===== src/rtl/cu_edge_job_cmd_gen_pkg.sv =====
// Shared types and constants for the CU edge read-command generator.
// Command and vertex layouts mirror the CU command buffer and vertex filter.
package cu_edge_job_cmd_gen_pkg;

    localparam int VERTEX_SIZE_BITS   = 32;
    localparam int CACHELINE_BYTES    = 128;
    localparam int EDGE_BYTES         = 4;
    localparam int CACHELINE_EDGE_NUM = CACHELINE_BYTES / EDGE_BYTES;
    localparam int LINE_IDX_BITS      = $clog2(CACHELINE_EDGE_NUM);
    localparam int CHUNK_BITS         = LINE_IDX_BITS + 1;

    typedef enum logic [2:0] {
        IDLE = 3'd0,
        REQ  = 3'd1,
        WAIT = 3'd2,
        LOAD = 3'd3,
        SEND = 3'd4
    } edge_cmd_gen_state_t;

    typedef enum logic [1:0] {
        CMD_NONE  = 2'd0,
        READ_EDGE = 2'd1
    } cmd_type_t;

    typedef struct packed {
        logic                        valid;
        logic [VERTEX_SIZE_BITS-1:0] id;
        logic [VERTEX_SIZE_BITS-1:0] out_degree;
        logic [VERTEX_SIZE_BITS-1:0] edges_idx;
    } vertex_interface_t;

    typedef struct packed {
        logic                        valid;
        logic [63:0]                 address;
        logic [7:0]                  size;
        cmd_type_t                   cmd;
        logic [7:0]                  cu_id;
        logic [VERTEX_SIZE_BITS-1:0] vertex_id;
        logic [CHUNK_BITS-1:0]       edge_count;
    } command_buffer_line_t;

endpackage


===== src/rtl/cu_edge_job_cmd_gen_if.sv =====
// Vertex-request and read-command handshake bundle between filter, generator and command buffer.
// master = command generator side, slave = filter / command buffer side.
interface cu_edge_job_cmd_gen_if;
    import cu_edge_job_cmd_gen_pkg::*;

    vertex_interface_t    vertex_in;
    logic                 vertex_request;
    logic                 read_cmd_ready;
    command_buffer_line_t read_cmd_out;

    modport master (
        input  vertex_in,
        input  read_cmd_ready,
        output vertex_request,
        output read_cmd_out
    );

    modport slave (
        output vertex_in,
        output read_cmd_ready,
        input  vertex_request,
        input  read_cmd_out
    );
endinterface


===== src/rtl/cu_edge_chunk_calc.sv =====
// Combinational chunk size / byte address for the next edge read; zero latency, no flow control.
// CU_EDGE_CMD_ALIGN_EN: clip the chunk at the next cache-line boundary instead of a flat 32 edges.
module cu_edge_chunk_calc
    import cu_edge_job_cmd_gen_pkg::*;
(
    input  logic [VERTEX_SIZE_BITS-1:0] i_cur_idx,
    input  logic [VERTEX_SIZE_BITS-1:0] i_remaining,
    input  logic [63:0]                 i_base,
    output logic [CHUNK_BITS-1:0]       o_chunk,
    output logic [63:0]                 o_address,
    output logic [7:0]                  o_size
);

    logic [VERTEX_SIZE_BITS-1:0] w_room;

`ifdef CU_EDGE_CMD_ALIGN_EN
    // Once the first chunk ends on a line boundary every later chunk gets the full line.
    assign w_room = VERTEX_SIZE_BITS'(CACHELINE_EDGE_NUM)
                  - VERTEX_SIZE_BITS'(i_cur_idx[LINE_IDX_BITS-1:0]);
`else
    assign w_room = VERTEX_SIZE_BITS'(CACHELINE_EDGE_NUM);
`endif

    assign o_chunk   = (i_remaining < w_room) ? i_remaining[CHUNK_BITS-1:0]
                                              : w_room[CHUNK_BITS-1:0];
    assign o_address = i_base + (64'(i_cur_idx) * 64'(EDGE_BYTES));
    assign o_size    = 8'(32'(o_chunk) * EDGE_BYTES);

endmodule


===== src/rtl/cu_edge_job_cmd_gen.sv =====
// Splits each requested vertex's edge range into <=128B READ_EDGE commands; inputs and outputs registered (2-cycle min latency).
// Registered read_cmd_ready gates issue; enabled_in low freezes the FSM. Line alignment under CU_EDGE_CMD_ALIGN_EN.
module cu_edge_job_cmd_gen
    import cu_edge_job_cmd_gen_pkg::*;
#(
    parameter logic [7:0] CU_ID = 8'd0
) (
    input  logic                        clock,
    input  logic                        rstn,
    input  logic                        enabled_in,
    input  logic [63:0]                 edge_array_base,
    cu_edge_job_cmd_gen_if.master       cmd_if,
    output logic [VERTEX_SIZE_BITS-1:0] vertex_job_counter_done,
    output logic [VERTEX_SIZE_BITS-1:0] edge_cmd_counter
);

    edge_cmd_gen_state_t         r_state, w_next_state;
    logic                        r_enabled;
    logic                        r_ready;
    vertex_interface_t           r_vertex;
    logic [VERTEX_SIZE_BITS-1:0] r_vertex_id, w_vertex_id;
    logic [VERTEX_SIZE_BITS-1:0] r_cur_idx, w_cur_idx;
    logic [VERTEX_SIZE_BITS-1:0] r_remaining, w_remaining;
    logic [VERTEX_SIZE_BITS-1:0] r_done_cnt, w_done_cnt;
    logic [VERTEX_SIZE_BITS-1:0] r_cmd_cnt, w_cmd_cnt;
    logic                        r_vertex_request, w_vertex_request;
    command_buffer_line_t        r_cmd, w_cmd;

    logic [CHUNK_BITS-1:0]       w_chunk;
    logic [63:0]                 w_address;
    logic [7:0]                  w_size;
    logic                        w_last;

    cu_edge_chunk_calc u_chunk_calc (
        .i_cur_idx   (r_cur_idx),
        .i_remaining (r_remaining),
        .i_base      (edge_array_base),
        .o_chunk     (w_chunk),
        .o_address   (w_address),
        .o_size      (w_size)
    );

    assign w_last = (r_remaining == VERTEX_SIZE_BITS'(w_chunk));

    always_ff @(posedge clock or negedge rstn) begin
        if (!rstn) begin
            r_state <= IDLE;
        end else begin
            r_state <= w_next_state;
        end
    end

    always_comb begin
        w_next_state = r_state;
        if (r_enabled) begin
            case (r_state)
                IDLE:    w_next_state = REQ;
                REQ:     w_next_state = WAIT;
                WAIT:    if (r_vertex.valid) w_next_state = LOAD;
                LOAD:    w_next_state = (r_remaining == '0) ? REQ : SEND;
                SEND:    if (r_ready && w_last) w_next_state = REQ;
                default: w_next_state = IDLE;
            endcase
        end
    end

    // Vertex fields are captured on the WAIT->LOAD edge because the filter's valid is a one-cycle pulse.
    always_comb begin
        w_vertex_request = 1'b0;
        w_cmd            = '0;
        w_vertex_id      = r_vertex_id;
        w_cur_idx        = r_cur_idx;
        w_remaining      = r_remaining;
        w_done_cnt       = r_done_cnt;
        w_cmd_cnt        = r_cmd_cnt;
        if (r_enabled) begin
            case (r_state)
                REQ: w_vertex_request = 1'b1;
                WAIT: begin
                    if (r_vertex.valid) begin
                        w_vertex_id = r_vertex.id;
                        w_cur_idx   = r_vertex.edges_idx;
                        w_remaining = r_vertex.out_degree;
                    end
                end
                LOAD: begin
                    if (r_remaining == '0) w_done_cnt = r_done_cnt + 1'b1;
                end
                SEND: begin
                    if (r_ready) begin
                        w_cmd.valid      = 1'b1;
                        w_cmd.address    = w_address;
                        w_cmd.size       = w_size;
                        w_cmd.cmd        = READ_EDGE;
                        w_cmd.cu_id      = CU_ID;
                        w_cmd.vertex_id  = r_vertex_id;
                        w_cmd.edge_count = w_chunk;
                        w_cur_idx        = r_cur_idx + VERTEX_SIZE_BITS'(w_chunk);
                        w_remaining      = r_remaining - VERTEX_SIZE_BITS'(w_chunk);
                        w_cmd_cnt        = r_cmd_cnt + 1'b1;
                        if (w_last) w_done_cnt = r_done_cnt + 1'b1;
                    end
                end
                default: ;
            endcase
        end
    end

    always_ff @(posedge clock or negedge rstn) begin
        if (!rstn) begin
            r_enabled        <= 1'b0;
            r_ready          <= 1'b0;
            r_vertex         <= '0;
            r_vertex_id      <= '0;
            r_cur_idx        <= '0;
            r_remaining      <= '0;
            r_done_cnt       <= '0;
            r_cmd_cnt        <= '0;
            r_vertex_request <= 1'b0;
            r_cmd            <= '0;
        end else begin
            r_enabled        <= enabled_in;
            r_ready          <= cmd_if.read_cmd_ready;
            r_vertex         <= cmd_if.vertex_in;
            r_vertex_id      <= w_vertex_id;
            r_cur_idx        <= w_cur_idx;
            r_remaining      <= w_remaining;
            r_done_cnt       <= w_done_cnt;
            r_cmd_cnt        <= w_cmd_cnt;
            r_vertex_request <= w_vertex_request;
            r_cmd            <= w_cmd;
        end
    end

    assign cmd_if.vertex_request = r_vertex_request;
    assign cmd_if.read_cmd_out   = r_cmd;
    assign vertex_job_counter_done = r_done_cnt;
    assign edge_cmd_counter        = r_cmd_cnt;

endmodule


===== src/flat_wrapper.sv =====
// flat-port wrapper written by rule: the top's interface ports become plain ports
module cu_edge_job_cmd_gen_flat import cu_edge_job_cmd_gen_pkg::*;
#(
    parameter logic [7:0] CU_ID = 8'd0
)
  (clock, rstn, enabled_in, edge_array_base, vertex_job_counter_done, edge_cmd_counter, cmd_if_vertex_in, cmd_if_read_cmd_ready, cmd_if_vertex_request, cmd_if_read_cmd_out);
  cu_edge_job_cmd_gen_if cmd_if_i ();
  input  logic clock;
  input  logic rstn;
  input  logic enabled_in;
  input  logic [63:0] edge_array_base;
  output logic [VERTEX_SIZE_BITS-1:0] vertex_job_counter_done;
  output logic [VERTEX_SIZE_BITS-1:0] edge_cmd_counter;
  input wire logic [$bits(cmd_if_i.vertex_in)-1:0] cmd_if_vertex_in;
  input wire logic [$bits(cmd_if_i.read_cmd_ready)-1:0] cmd_if_read_cmd_ready;
  output wire logic [$bits(cmd_if_i.vertex_request)-1:0] cmd_if_vertex_request;
  output wire logic [$bits(cmd_if_i.read_cmd_out)-1:0] cmd_if_read_cmd_out;
  assign cmd_if_i.vertex_in = cmd_if_vertex_in;
  assign cmd_if_i.read_cmd_ready = cmd_if_read_cmd_ready;
  assign cmd_if_vertex_request = cmd_if_i.vertex_request;
  assign cmd_if_read_cmd_out = cmd_if_i.read_cmd_out;
  cu_edge_job_cmd_gen #(.CU_ID(CU_ID)) u_core (.clock(clock), .rstn(rstn), .enabled_in(enabled_in), .edge_array_base(edge_array_base), .cmd_if(cmd_if_i), .vertex_job_counter_done(vertex_job_counter_done), .edge_cmd_counter(edge_cmd_counter));
endmodule

===== config.mk =====
export PLATFORM = sky130hd
export DESIGN_NAME = cu_edge_job_cmd_gen_flat
export DESIGN_NICKNAME = d
export VERILOG_FILES = /design/src/rtl/cu_edge_job_cmd_gen_pkg.sv /design/src/rtl/cu_edge_job_cmd_gen_if.sv /design/src/rtl/cu_edge_chunk_calc.sv /design/src/rtl/cu_edge_job_cmd_gen.sv /design/src/flat_wrapper.sv
export SDC_FILE = /design/constraint.sdc
export NUM_CORES = 1
export LEC_CHECK = 0
export BUFFER_PORTS_ARGS = -buffer_cell sky130_fd_sc_hd__buf_2
export CELL_PAD_IN_SITES_DETAIL_PLACEMENT = 1
export CELL_PAD_IN_SITES_GLOBAL_PLACEMENT = 2
export CORE_AREA = 5 5 200 299
export CTS_CLUSTER_DIAMETER = 50
export CTS_CLUSTER_SIZE = 40
export DETAILED_ROUTE_END_ITERATION = 8
export DIE_AREA = 0 0 205 304
export PLACE_DENSITY = 0.83
export SKIP_LAST_GASP = 1
export SLEW_MARGIN = 40
export SYNTH_ARGS = -nofsm -noshare
export SYNTH_HDL_FRONTEND = slang
export SYNTH_HIERARCHICAL = 1
export SYNTH_SLANG_ARGS = --single-unit

===== constraint.sdc =====
create_clock -name clock -period 4.7 [get_ports clock]
set_input_delay 0.47 -clock clock [delete_from_list [all_inputs] [get_ports clock]]
set_output_delay 0.47 -clock clock [all_outputs]
set_load 0.02 [all_outputs]

==> results by group <==
Worst setup path
  • Number of logic stages on the critical path including buffering: 12
  • Type of the worst setup path: register to register
  • R2R Path End: u_core/vertex_job_counter_done[26]
  • Maximum fanout along the worst path: 8
  • Highest-delay cell along the critical path: or4_4
  • Data required time at the worst endpoint: 5.17 ns
  • Maximum single-stage delay on the critical path: 0.58 ns
  • Top delay family on crit path: simple AND/OR/NAND/NOR gates
  • CP Launch Point: u_core/r_remaining[23]
  • Number of cells on the worst reg-to-reg path: 12
  • Capture point of the critical path: u_core/vertex_job_counter_done[26]
  • R2R Setup Slk: 0.54 ns
  • Crit path top cell by count: nor4_1
  • Critical Path Source Type: register
  • Type of destination of the critical path: register
  • Origin of the critical flop-to-flop path: u_core/r_remaining[23]
  • Series of cell instances along the critical path: nor4_1 -> nand4_1 -> nor2_1 -> and2_1 -> inv_1 -> ha_1 -> nand3_1 -> or4_4 -> a211o_1 -> buf_4 -> nor4_1 -> xor2_1
  • Data arrival time of the critical path: 4.63 ns
  • Crit path buf inv count: 2

Place
  • Detailed-placement wirelength estimate: 45.30 mm
  • Number of I/O port buffers: 341
  • Number of cells after detailed placement: 2,791
  • Placer congestion estimate: 0.9029

Clock network
  • Worst-case clock buffer depth: 3
  • Clock Sinks: 374
  • Number of CTS-inserted buffers: 37
  • CTS clk-pin slew, worst paths: 0.08 ns
  • Skew-Pair Late Insertion Delay: 0.57 ns
  • Clock Tree Root: clkbuf_16
  • Number of setup buffers added after CTS: 0
  • Maximum level of the CTS H-tree: 2
  • CTS tree: done
  • Resized Gates After CTS: 0

Synthesis
  • Largest area contributor in the netlist: dfrtp_1
  • Number of unique standard cell types used by synthesis: 80
  • Cells after synthesis: 1,755
  • Share of async-settable or async-resettable flops after synthesis: 100.0%
  • Avg Cell Area, Syn: 10.23 sq um
  • Sequential fraction of the synthesis area: 52.11%
  • Leading cell type by number of instances after synthesis: dfrtp_1
  • Most common library cells after synthesis: 374 x dfrtp_1, 224 x nand2_1, 118 x and2_1
  • Number of synthesized register bits: 374
  • Synth area leaders: dfrtp_1 52%, nand2_1 4.7%, and2_1 4.1%
  • Number of flops mapped to enable cells by yosys: 0
  • Primary FF master, synth: dfrtp_1
  • Top-area cell type share of the netlist area: 52.11%
  • Number of synthesis warnings: 6
  • Synth Cell Area: 0.01796 sq mm

Route
  • Drc violations: 0
  • Avg Vias per Cell: 5.163
  • Routed wire length: 61.71 mm
  • Number of search-and-repair iterations in the first detailed-routing pass: 5
  • Overall via count from detail_route: 15,260
  • WL per Instance: 20.88 microns
  • Count of routing violations after the opening detailed-route iteration: 549
  • Residual antenna-violating net count after detailed routing: 0

Layout
  • Signed area change from the synthesized netlist to the final layout: 26.98%
  • Net total in the final layout: 2,375
  • Number of non-filler instances in the completed layout: 2,955
  • Fraction of final layout cells sized beyond drive strength 1: 21.64%

Pwr
  • Sw Ratio: 38.72%
  • Internal power: 0.006798 W
  • Peak supply drop: 0.3470 mV
  • Power spent charging and discharging nets: 0.004296 W
  • Leakage power figure: 10.75 nW
  • P per Cell Area: 486.4 mW/mm^2
  • Flop pwr share: 38.8%
  • Power share of the combinational group: 31.8%
  • Power share of the clock group: 29.4%

Worst hold path
  • Type of the worst min-delay path: input pin to register

Timing
  • Number of failing hold endpoints at the final stage: 0
  • Achievable clock frequency: 240.5 MHz
  • Final cycle utilization of the critical path: 88.47%
  • Hold Slack: 0.04498 ns
  • Slew Viols, Final: 0
  • Unrepaired setup endpoints after global routing: false
  • Setup violation total in the final timing report: 0
  • Post-route minimum period: 4.158 ns
  • Setup Total Neg Slack: 0 ns
  • Measured slew at the worst slew-check pin: 0.9319 ns
  • Largest clock skew in the final design: 0.03325 ns
  • Relative max-transition margin: 37.30%

Flow run
  • Maxcap violations: 0

Global routing
  • GRT Total Usage: 19.40%
  • Total congestion overflow after global routing: 0
  • Global-route wire length before repair: 96.83 mm
  • Vias in the first global route: 16,960
  • Antenna violations before repair: 9
  • Largest net degree at the start of global routing: 139

Floorplan
  • Horiz. Die Dim: 205 microns
  • Total core area: 0.05663 sq mm
  • Y dimension of the die: 304 microns
  • Core Rows: 107
  • Initial core utilization: 31.72%
  • Die area: 0.06232 sq mm
  • Number of placed I/O pins: 351

Run status
  • Run status: finished clean
## cell type report
type | instances | area, sq um
antenna | 2 | 5.005
inverter | 35 | 136.4
timing repair buffer | 457 | 2923
multi-input combinational | 1256 | 8069
fill | 6399 | 33820
tap | 763 | 954.7
sequential | 374 | 9359
clock buffer | 44 | 1025
clock inverter | 24 | 335.3
## metrics by stage
| stage | total power [W] | utilization, % | setup slack, ns | cell area (sq um) |
|---|---|---|---|---|
| 6_report | 0.01109 | 40.27 | 0.5421 | 22810 |
| 5_1_grt | 0.01183 | 40.27 | 0.2684 | 22800 |
| 4_1_cts | 0.01122 | 40.09 | 0.5715 | 22700 |
| 3_5_place_dp | 0.007797 | 36.10 | 0.5851 | 20440 |
| 3_3_place_gp | 0.007649 | 36.03 | 0.6733 | 20410 |
| 2_1_floorplan | 0.006608 | - | 1.404 | 17990 |
## power groups by stage
stage          combinational [W]  sequential [W]  clock, W
2_1_floorplan            0.00244         0.00416         0
3_3_place_gp             0.00333         0.00432         0
3_5_place_dp             0.00344         0.00435         0
4_1_cts                  0.00352         0.00430   0.00339
5_1_grt                  0.00393         0.00438   0.00352
6_report                 0.00352         0.00431   0.00326
## registers in the layout (all words and copies together), names as in the netlist
register / cells
u_core/r_remaining: 32
u_core/r_vertex: 97
u_core/r_enabled: 1
u_core/vertex_job_counter_done: 32
u_core/r_state: 3
u_core/r_vertex_id: 32
u_core/r_cur_idx: 32
u_core/cmd_if.vertex_request: 1
u_core/edge_cmd_counter: 32
u_core/r_ready: 1
u_core/cmd_if.read_cmd_out: 111
## routing by layer
metal / global-route usage, % / share of wire, %
met2: 36.37 / 53
met5: 0 / 0.099
met3: 3.518 / 5.1
met1: 21.57 / 38
met4: 7.186 / 3.8
## cells in the final DEF, fill, tap and decap left out, drive strengths merged, types with 7 or more instances in the layout
cell / count
or3: 16
o2111ai: 9
clkinv: 10
a31oi: 11
nor2b: 11
inv: 47
nand2b: 12
xnor2: 75
and3: 32
nor4: 33
conb: 11
ha: 46
nand3b: 7
o22ai: 16
dfrtp: 374
nor3: 46
o211ai: 18
dlygate4sd3: 90
and2: 118
nand4: 59
o21ai: 36
nand2: 224
xor2: 46
o311ai: 12
a211oi: 31
nor2: 87
a31o: 7
o31ai: 10
and4: 15
a211o: 8
clkbuf: 44
a2bb2oi: 11
buf: 367
a311oi: 13
nand3: 72
a21o: 17
a21oi: 67
or4: 13
## worst min path at each step
| stage | depth (start not counted) | startpoint | endpoint | slack (ns) |
|---|---|---|---|---|
| floorplan | 0 | rstn | u_core/cmd_if.read_cmd_out[0] | 0.17 |
| global placement | 2 | u_core/r_vertex[73] | u_core/r_vertex_id[9] | 0.42 |
| detailed placement | 2 | u_core/r_vertex[81] | u_core/r_vertex_id[17] | 0.42 |
| CTS | 1 | enabled_in | u_core/r_enabled | 0.008 |
| global route | 1 | enabled_in | u_core/r_enabled | 0.02 |
| finish | 1 | enabled_in | u_core/r_enabled | 0.04 |
## logic make-up after synthesis
logic type | synth area share, %
adders and majority gates | 3.539
DFF | 52.11
and+or+nand+nor | 22.02
buffers and inverters | 3.344
AOI/OAI and AO/OA | 12.88
other | 0.04181
xor gates and xnor gates | 5.900
muxes | 0.1672
## repair_timing
| action | 4_1_cts | 5_1_grt |
|---|---|---|
| hold buffers | 90 | 0 |
| endpoints found under the setup margin | 0 | 0 |
| endpoints found under the hold margin | 170 | 0 |
Power figures use the tool's default switching activity.
